==> config.mk <==
export PLATFORM = sky130hd
export DESIGN_NAME = gate_tt_sequencer_flat
export DESIGN_NICKNAME = d
export VERILOG_FILES = /design/src/rtl/gate_tt_sequencer_if.sv /design/src/rtl/gate_tt_sequencer.sv /design/src/flat_wrapper.sv
export SDC_FILE = /design/constraint.sdc
export NUM_CORES = 1
export LEC_CHECK = 0
export ABC_AREA = 1
export CAP_MARGIN = 20
export CORE_UTILIZATION = 45
export CTS_BUF_LIST = sky130_fd_sc_hd__clkbuf_16
export CTS_CLUSTER_DIAMETER = 150
export DETAILED_ROUTE_END_ITERATION = 12
export GPL_TIMING_DRIVEN = 0
export MAX_ROUTING_LAYER = met4
export PLACE_DENSITY = 0.74
export SYNTH_ARGS = -nofsm -noshare
export SYNTH_HDL_FRONTEND = slang
export SYNTH_SLANG_ARGS = --single-unit
==> constraint.sdc <==
create_clock -name clk -period 2.55 [get_ports clk]
set_clock_uncertainty 0.1 [all_clocks]
set_input_delay 0.3825 -clock clk [delete_from_list [all_inputs] [get_ports clk]]
set_output_delay 0.3825 -clock clk [all_outputs]
set_load 0.02 [all_outputs]
==> src/rtl/gate_tt_sequencer_if.sv <==
// Handshake and result bundle between the truth-table sequencer and its harness.
// The slave side is the sequencer; the master side drives start and the gate output.
interface gate_tt_sequencer_if #(
  parameter int N_IN = 2
);
  localparam int V = 1 << N_IN;

  logic              start;
  logic              y_in;
  logic [N_IN-1:0]   a;
  logic              busy;
  logic              done;
  logic              pass;
  logic [V-1:0]      captured;
  logic [V-1:0]      fail_mask;
  logic [N_IN:0]     err_count;

  modport master (
    output start, y_in,
    input  a, busy, done, pass, captured, fail_mask, err_count
  );

  modport slave (
    input  start, y_in,
    output a, busy, done, pass, captured, fail_mask, err_count
  );
endinterface

==> src/rtl/gate_tt_sequencer.sv <==
// Exhaustive truth-table sweeper for a small combinational gate: applies every
// input vector in ascending order, samples y after a settle window, records failures.
module gate_tt_sequencer #(
  parameter int                    N_IN          = 2,
  parameter int                    SETTLE_CYCLES = 2,
  parameter logic [(1<<N_IN)-1:0]  EXPECTED      = 4'b1000
) (
  input logic               clk,
  input logic               rst,
  gate_tt_sequencer_if.slave bus
);
  localparam int V  = 1 << N_IN;
  localparam int CW = $clog2(SETTLE_CYCLES) + 1;
  localparam int VW = N_IN + 1;

  typedef enum logic [1:0] {IDLE, SETTLE, SAMPLE, DONE} state_e;

  state_e          state_q, state_d;
  logic [VW-1:0]   vec_q, vec_d;
  logic [CW-1:0]   cnt_q, cnt_d;
  logic            busy_q, busy_d;
  logic            done_q, done_d;
  logic            pass_q, pass_d;
  logic [V-1:0]    cap_q, cap_d;
  logic [V-1:0]    fm_q, fm_d;
  logic [N_IN:0]   ec_q, ec_d;

  logic [N_IN-1:0] vec_idx;
  logic            miss;

  assign vec_idx = vec_q[N_IN-1:0];
  assign miss    = bus.y_in ^ EXPECTED[vec_idx];

  always_comb begin
    state_d = state_q;
    vec_d   = vec_q;
    cnt_d   = cnt_q;
    busy_d  = busy_q;
    done_d  = done_q;
    pass_d  = pass_q;
    cap_d   = cap_q;
    fm_d    = fm_q;
    ec_d    = ec_q;
    case (state_q)
      // DONE accepts a restart exactly like IDLE; results clear on the accepting edge
      IDLE, DONE: begin
        if (bus.start) begin
          state_d = SETTLE;
          vec_d   = '0;
          cnt_d   = '0;
          busy_d  = 1'b1;
          done_d  = 1'b0;
          pass_d  = 1'b0;
          cap_d   = '0;
          fm_d    = '0;
          ec_d    = '0;
        end
      end
      SETTLE: begin
        cnt_d = cnt_q + CW'(1);
        if (cnt_q == CW'(SETTLE_CYCLES - 1)) state_d = SAMPLE;
      end
      SAMPLE: begin
        cap_d[vec_idx] = bus.y_in;
        fm_d[vec_idx]  = miss;
        if (miss) ec_d = ec_q + (N_IN+1)'(1);
        if (vec_q == VW'(V - 1)) begin
          state_d = DONE;
          busy_d  = 1'b0;
          done_d  = 1'b1;
          pass_d  = (fm_d == '0);
        end else begin
          vec_d   = vec_q + VW'(1);
          cnt_d   = '0;
          state_d = SETTLE;
        end
      end
      default: state_d = IDLE;
    endcase
  end

  always_ff @(posedge clk) begin
    if (rst) begin
      state_q <= IDLE;
      vec_q   <= '0;
      cnt_q   <= '0;
      busy_q  <= 1'b0;
      done_q  <= 1'b0;
      pass_q  <= 1'b0;
      cap_q   <= '0;
      fm_q    <= '0;
      ec_q    <= '0;
    end else begin
      state_q <= state_d;
      vec_q   <= vec_d;
      cnt_q   <= cnt_d;
      busy_q  <= busy_d;
      done_q  <= done_d;
      pass_q  <= pass_d;
      cap_q   <= cap_d;
      fm_q    <= fm_d;
      ec_q    <= ec_d;
    end
  end

  assign bus.a         = vec_q[N_IN-1:0];
  assign bus.busy      = busy_q;
  assign bus.done      = done_q;
  assign bus.pass      = pass_q;
  assign bus.captured  = cap_q;
  assign bus.fail_mask = fm_q;
  assign bus.err_count = ec_q;
endmodule

==> src/flat_wrapper.sv <==
// flat-port wrapper written by rule: the top's interface ports become plain ports
module gate_tt_sequencer_flat 
#(
  parameter int                    N_IN          = 2,
  parameter int                    SETTLE_CYCLES = 2,
  parameter logic [(1<<N_IN)-1:0]  EXPECTED      = 4'b1000
)
  (clk, rst, bus_start, bus_y_in, bus_a, bus_busy, bus_done, bus_pass, bus_captured, bus_fail_mask, bus_err_count);
  gate_tt_sequencer_if #(.N_IN(N_IN)) bus_i ();
  input logic clk;
  input logic rst;
  input wire logic [$bits(bus_i.start)-1:0] bus_start;
  input wire logic [$bits(bus_i.y_in)-1:0] bus_y_in;
  output wire logic [$bits(bus_i.a)-1:0] bus_a;
  output wire logic [$bits(bus_i.busy)-1:0] bus_busy;
  output wire logic [$bits(bus_i.done)-1:0] bus_done;
  output wire logic [$bits(bus_i.pass)-1:0] bus_pass;
  output wire logic [$bits(bus_i.captured)-1:0] bus_captured;
  output wire logic [$bits(bus_i.fail_mask)-1:0] bus_fail_mask;
  output wire logic [$bits(bus_i.err_count)-1:0] bus_err_count;
  assign bus_i.start = bus_start;
  assign bus_i.y_in = bus_y_in;
  assign bus_a = bus_i.a;
  assign bus_busy = bus_i.busy;
  assign bus_done = bus_i.done;
  assign bus_pass = bus_i.pass;
  assign bus_captured = bus_i.captured;
  assign bus_fail_mask = bus_i.fail_mask;
  assign bus_err_count = bus_i.err_count;
  gate_tt_sequencer #(.N_IN(N_IN), .SETTLE_CYCLES(SETTLE_CYCLES), .EXPECTED(EXPECTED)) u_core (.clk(clk), .rst(rst), .bus(bus_i));
endmodule
==> key figures, run 1 <==
Status
  • Status: completed

Drt
  • Routed vias: 1086
  • Total Wirelength: approximately 2.5 mm
  • Via density: 5.15
  • WL per Instance: 12.0 µm
  • DRC: 0
  • Antenna-violating nets left: 0
  • Drt first pass iters: 4
  • DRT iter0 DRCs: 27

CTS
  • Maximum root-to-sink buffer count: 2
  • Post-cts gate resize count: 0
  • Hold_buf cts: 0
  • H-tree depth: 1
  • Clk_lat worst skew: roughly 0.26 ns
  • CTS tree: built
  • Worst-path clk slew: ~0.06 ns
  • Post-CTS Repair Setup Buffers: 0
  • CTS Buf Count: 3
  • CTS root buf: clkbuf_16
  • Sink Count: 21

Pwr
  • Pwr/cell area: 732 nW/µm²
  • LEAKAGE: 0.000624 µW
  • Worst IR Drop VDD: 0.415 mV

Timing
  • Final setup fails: 0
  • Final WS setup: 0.640 ns
  • Slew headroom: between 60 and 70%
  • RSZ-0062 raised after global routing: false
  • Final Max Tran Viols: 0
  • Total negative slack: 0 ns
  • Minimum clock period: 1.91 ns
  • Part of the cycle the worst path needs: 74.9%
  • Worst Tran Pin Value: 0.461 ns
  • Fin. Hold Viols: 0
  • Fmax: approximately 520 MHz

Place
  • GPL Wtd Cong: 0.855
  • Buffers on Ports: 19
  • Worst slack at placement: between 0.6 and 0.7 ns
  • Detailed placement HPWL: 1.88 mm
  • Post-Place Cells: slightly above 200

Global route
  • GRT Residual Overflow: 0
  • Gr busiest metal: met2
  • First-pass GRT wire length: 4.11 mm
  • Global Route met3 Usage: ~3.4%
  • Largest net degree at the start of global routing: 13
  • GR Util All Layers: 20.4%
  • Vias in the first global route: 1015
  • Grt met1 use: a little under a quarter
  • Met2 Usage GRT: 36.5%
  • Initial antenna violation count: 0

Yosys
  • Post-synth top area cell: dfxtp_1
  • Yosys reg bits: 21
  • Post-Syn Area: about 1200 µm²
  • Synth top area share: 35.1%
  • Yosys warns: 0
  • Register area share after synthesis: 35.1%
  • Avg Cell Area, Syn: 7.57 µm²
  • Mapped Nets: 173
  • Number of distinct library cells after synthesis: 25
  • Synth top area cells: dfxtp_1 35%, ha_1 12%, nand2_1 8.2%
  • Post-Synthesis Cells: 158

Floorplan
  • Die Y-Extent: 53.6 µm
  • Initial Util: 47.8%
  • Core area: 2500 µm²
  • IO Pins: 20
  • Total die area: 2870 µm²
  • Die width: 53.6 µm
  • Rows: 18

Critical path
  • Worst R2R Path Depth: 8
  • Crit path kind: flop to output pin
  • CP Max Fanout: 6
  • R2r endpoint: u_core.bus.busy
  • CP startpoint kind: flop
  • Worst Path Required: 2.07 ns
  • Flop2flop setup slack: 0.82 ns
  • Crit end category: output pin
  • Critical path arrival: 1.43 ns
  • RR Startpoint: u_core.state_q[0]

Finish
  • Commonest non-fill, non-tap cells in the layout: 26 x nand2_1, 21 x dfxtp_1, 19 x inv_1, 19 x clkdlybuf4s50_1, 17 x a21oi_1
  • Final core occ: 60.2%
  • Fraction of layout cells with a size suffix above 1: 14.4%
  • Diode count: 0
  • Layout Cells excl Fill: 211
  • Commonest non-fill, non-tap cell in the layout: nand2_1
  • Fillers: 230
  • Fin nets: roughly 200
  • Layout area overhead: 25.7%

Hold path
  • WHS Endpoint: u_core.bus.captured[3]
  • Hold Crit Start: u_core.bus.captured[3]
  • Hold/Removal Path Class: flop to flop
  • Hold path depth: 2

Run
  • Max cap viols: 0
==> routing by layer <==
metal	vias up	part of all wire, %
met2	25	49
met5	-	0
met3	2	3.8
met4	0	0.36
met1	500	47
li1	559	-
==> sequential cells by signal (all words and copies together) (netlist names) <==
name	flops
u_core.cnt_q	2
u_core.bus.fail_mask	4
u_core.bus.pass	1
u_core.bus.done	1
u_core.vec_q	3
u_core.bus.err_count	3
u_core.state_q	2
u_core.bus.busy	1
u_core.bus.captured	4
==> synthesized netlist by cell type, drive strengths merged <==
master   n
nand4    2
xnor2    1
nor3     3
o211ai   2
nand3   10
a21oi   17
inv     23
nor2    16
o22ai    2
and2     1
dfxtp   21
nand2   31
o211a    1
clkbuf   1
or2      3
o21ai   10
buf      3
ha      11
==> metrics by stage <==
step	total power [µW]	hold WS, ns	instance area (µm²)
2_1_floorplan	664	0.352	1200
3_3_place_gp	753	0.346	1420
3_5_place_dp	766	0.337	1420
4_1_cts	1100	0.353	1500
5_1_grt	1160	0.372	1500
6_report	1100	0.353	1500
==> cell type report <==
cell class,count,area (µm²),area share [%]
flip-flops and latches,21,420,28.0
plain buffers,4,30.0,2.00
multi-input cells,110,654,43.5
clock inverters,1,5.00,0.333
inverters,23,91.3,6.07
well taps,30,37.5,2.50
repair buffers,19,190,12.6
clock buffers,3,75.1,4.99
==> logic make-up after synthesis <==
logic type / synth area share, %
and+or+nand+nor: 27.1
AOI/OAI and AO/OA: 15.4
buffers and inverters: 10.1
DFF: 35.1
adders and majority gates: 11.5
xor gates and xnor gates: 0.732
==> where the power goes <==
part | internal (µW) | switching, µW
logic | 142 | 232
registers | 362 | 25.8
clock network | 211 | 128
==> critical path, stage by stage, from the launching register on <==
cell and delay, ns:
dfxtp_1 0.44, buf_4 0.15, clkdlybuf4s50_1 0.59
==> worst max path at each step <==
stage	from	end	slack, ns	cells after the start
2_1_floorplan	u_core.state_q[0]	u_core.bus.pass	1.01	8
3_3_place_gp	bus_start	u_core.bus.busy	0.73	8
3_5_place_dp	bus_start	u_core.bus.pass	0.70	8
4_1_cts	u_core.vec_q[0]	bus_a[0]	0.63	2
5_1_grt	u_core.vec_q[0]	bus_a[0]	0.60	2
6_report	u_core.vec_q[0]	bus_a[0]	0.64	2
No activity file was read; power rests on OpenSTA's default activity.
==> run 2, diff against run 1 <==
- PLACE_DENSITY: 0.74 -> 0.77
- clock period: 2.55 -> 1.6 ns (I/O delays scaled with it)
==> run 2 against run 1 <==
Core utilization grew 2.6 points. Die area unchanged. Cell area is 4.2% higher. Routed wire length up 3.5%. Final cell count rose by 0.47%. Sequential share of layout area fell by 0.42 points. Sequential power rose by 62%. Via count up 0.46%. First-iteration DRC count decreased by 41%. Global-route usage is 1.3 points higher. Clock power rose by 58%. Total power is 65% higher. Critical path type unchanged. Largest power group is now combinational logic.
==> key figures, run 2 (synthesis results as in run 1) <==
Drt
  • Total Wirelength: approximately 2.6 mm
  • DRC: 0
  • DRT iter0 DRCs: 16
  • Antenna-violating nets left: 0
  • WL per Instance: 12.3 µm
  • Drt first pass iters: 4
  • Routed vias: 1091
  • Via density: between 5 and 6

Global route
  • Largest net degree at the start of global routing: 13
  • Initial antenna violation count: 0
  • GR Util All Layers: 21.7%
  • GRT Residual Overflow: 0
  • First-pass GRT wire length: 4.40 mm
  • Vias in the first global route: 1052

Timing
  • Final WS setup: 0.0399 ns
  • Fmax: 641 MHz
  • Fin. Hold Viols: 0
  • Final setup fails: 0
  • Slew headroom: 66.8%
  • Minimum clock period: 1.56 ns
  • Part of the cycle the worst path needs: 97.5%
  • Min Hold Slack: about 0.36 ns
  • Final Max Tran Viols: 0
  • RSZ-0062 raised after global routing: true
  • Worst Tran Pin Value: 0.497 ns

Finish
  • Design area: ~1600 µm²
  • Diode count: 0
  • Final core occ: 62.7%
  • Layout area overhead: 31.1%
  • Fillers: 210
  • Commonest non-fill, non-tap cell in the layout: nand2_1
  • Fin nets: 198
  • Fraction of layout cells with a size suffix above 1: roughly 23%
  • Commonest non-fill, non-tap cells in the layout: 25 x nand2_1, 18 x dfxtp_1, 17 x inv_1, 16 x a21oi_1, 13 x clkdlybuf4s50_1

Pwr
  • Worst IR Drop VDD: 0.636 mV
  • LEAKAGE: 0.000707 µW
  • Design Power: around 1800 µW
  • Pwr/cell area: ~1200 nW/µm²

Critical path
  • Crit path cell chain: clkdlybuf4s50_1
  • CP startpoint kind: flop
  • CP Max Fanout: 3
  • Delay-heaviest family, CP: buffers and inverters
  • Critical path depth: 1
  • CP max stage cell: clkdlybuf4s50_1
  • Critical path buffers and inverters: 1
  • Crit path kind: flop to output pin
  • Worst Path Required: 1.26 ns
  • Crit path largest cell delay: between 0.6 and 0.7 ns
  • Crit end category: output pin
  • Critical path arrival: 1.22 ns
  • Worst R2R Path Depth: 8

Floorplan
  • IO Pins: 20
  • Initial Util: 47.8%
  • Core area: about 2500 µm²
  • Die Y-Extent: 53.6 µm
  • Rows: 18
  • Total die area: 2870 µm²
  • Die width: 53.6 µm

CTS
  • Sink Count: 21
  • Clk_lat worst skew: 0.25 ns
  • CTS Buf Count: 3
  • H-tree depth: 1
  • Maximum root-to-sink buffer count: 2
  • CTS root buf: clkbuf_16
  • Worst-path clk slew: about 0.060 ns
  • CTS tree: built

Place
  • Buffers on Ports: 19
  • Detailed placement HPWL: 1.83 mm
  • DP Area: approximately 1400 µm²
  • GPL Wtd Cong: 0.823
  • Worst slack at placement: -0.128 ns

Run
  • Max cap viols: 0

Status
  • Status: completed

Hold path
  • Hold path depth: 2
  • Hold/Removal Path Class: flop to flop
-- run 2: final cells by class --
class / instances / area [µm²] / share of cell area, %
Buffer: 4 / 30.0 / 1.92
Clock buffer: 3 / 75.1 / 4.79
Clock inverter: 1 / 5.00 / 0.319
Inverter: 23 / 91.3 / 5.83
Multi-Input combinational cell: 110 / 693 / 44.2
Sequential cell: 21 / 432 / 27.5
Tap cell: 30 / 37.5 / 2.39
Timing Repair Buffer: 20 / 204 / 13.0
-- run 2: final timing paths --
path                           start                to  slack [ns]
min reg2reg          u_core.bus.busy   u_core.bus.busy        0.36
min                  u_core.bus.busy   u_core.bus.busy        0.36
max reg2reg          u_core.vec_q[0]   u_core.bus.pass        0.09
max          u_core.bus.fail_mask[1]  bus_fail_mask[1]        0.04
-- run 2: per-stage QoR --
stage / setup TNS [ns] / std cells
2_1_floorplan: 0 / 158
3_3_place_gp: -0.420 / 207
3_5_place_dp: -0.836 / 207
4_1_cts: 0 / 212
5_1_grt: -0.0693 / 212
6_report: 0 / 212
-- run 2: power breakdown --
group          internal [µW]  switching, µW
registers                582           45.2
clock network            336            198
logic                    258            393
total                   1180            637
-- run 2: what timing repair did --
item | in CTS | in global routing
hold buffers | 0 | 0
pin swaps | 1 | 0
buffers inserted | 1 | 0
endpoints found under the setup margin | 20 | 24
resized for setup | 7 | 19
-- run 2: per-layer routing --
layer	routed length [µm]	up-vias	share of wire [%]	GRT usage (%)
li1	-	558	-	-
met1	1240	505	48	26.4
met2	1230	23	47	35.8
met3	102	5	3.9	3.39
met4	37	0	1.4	8.33
met5	0	-	0	-
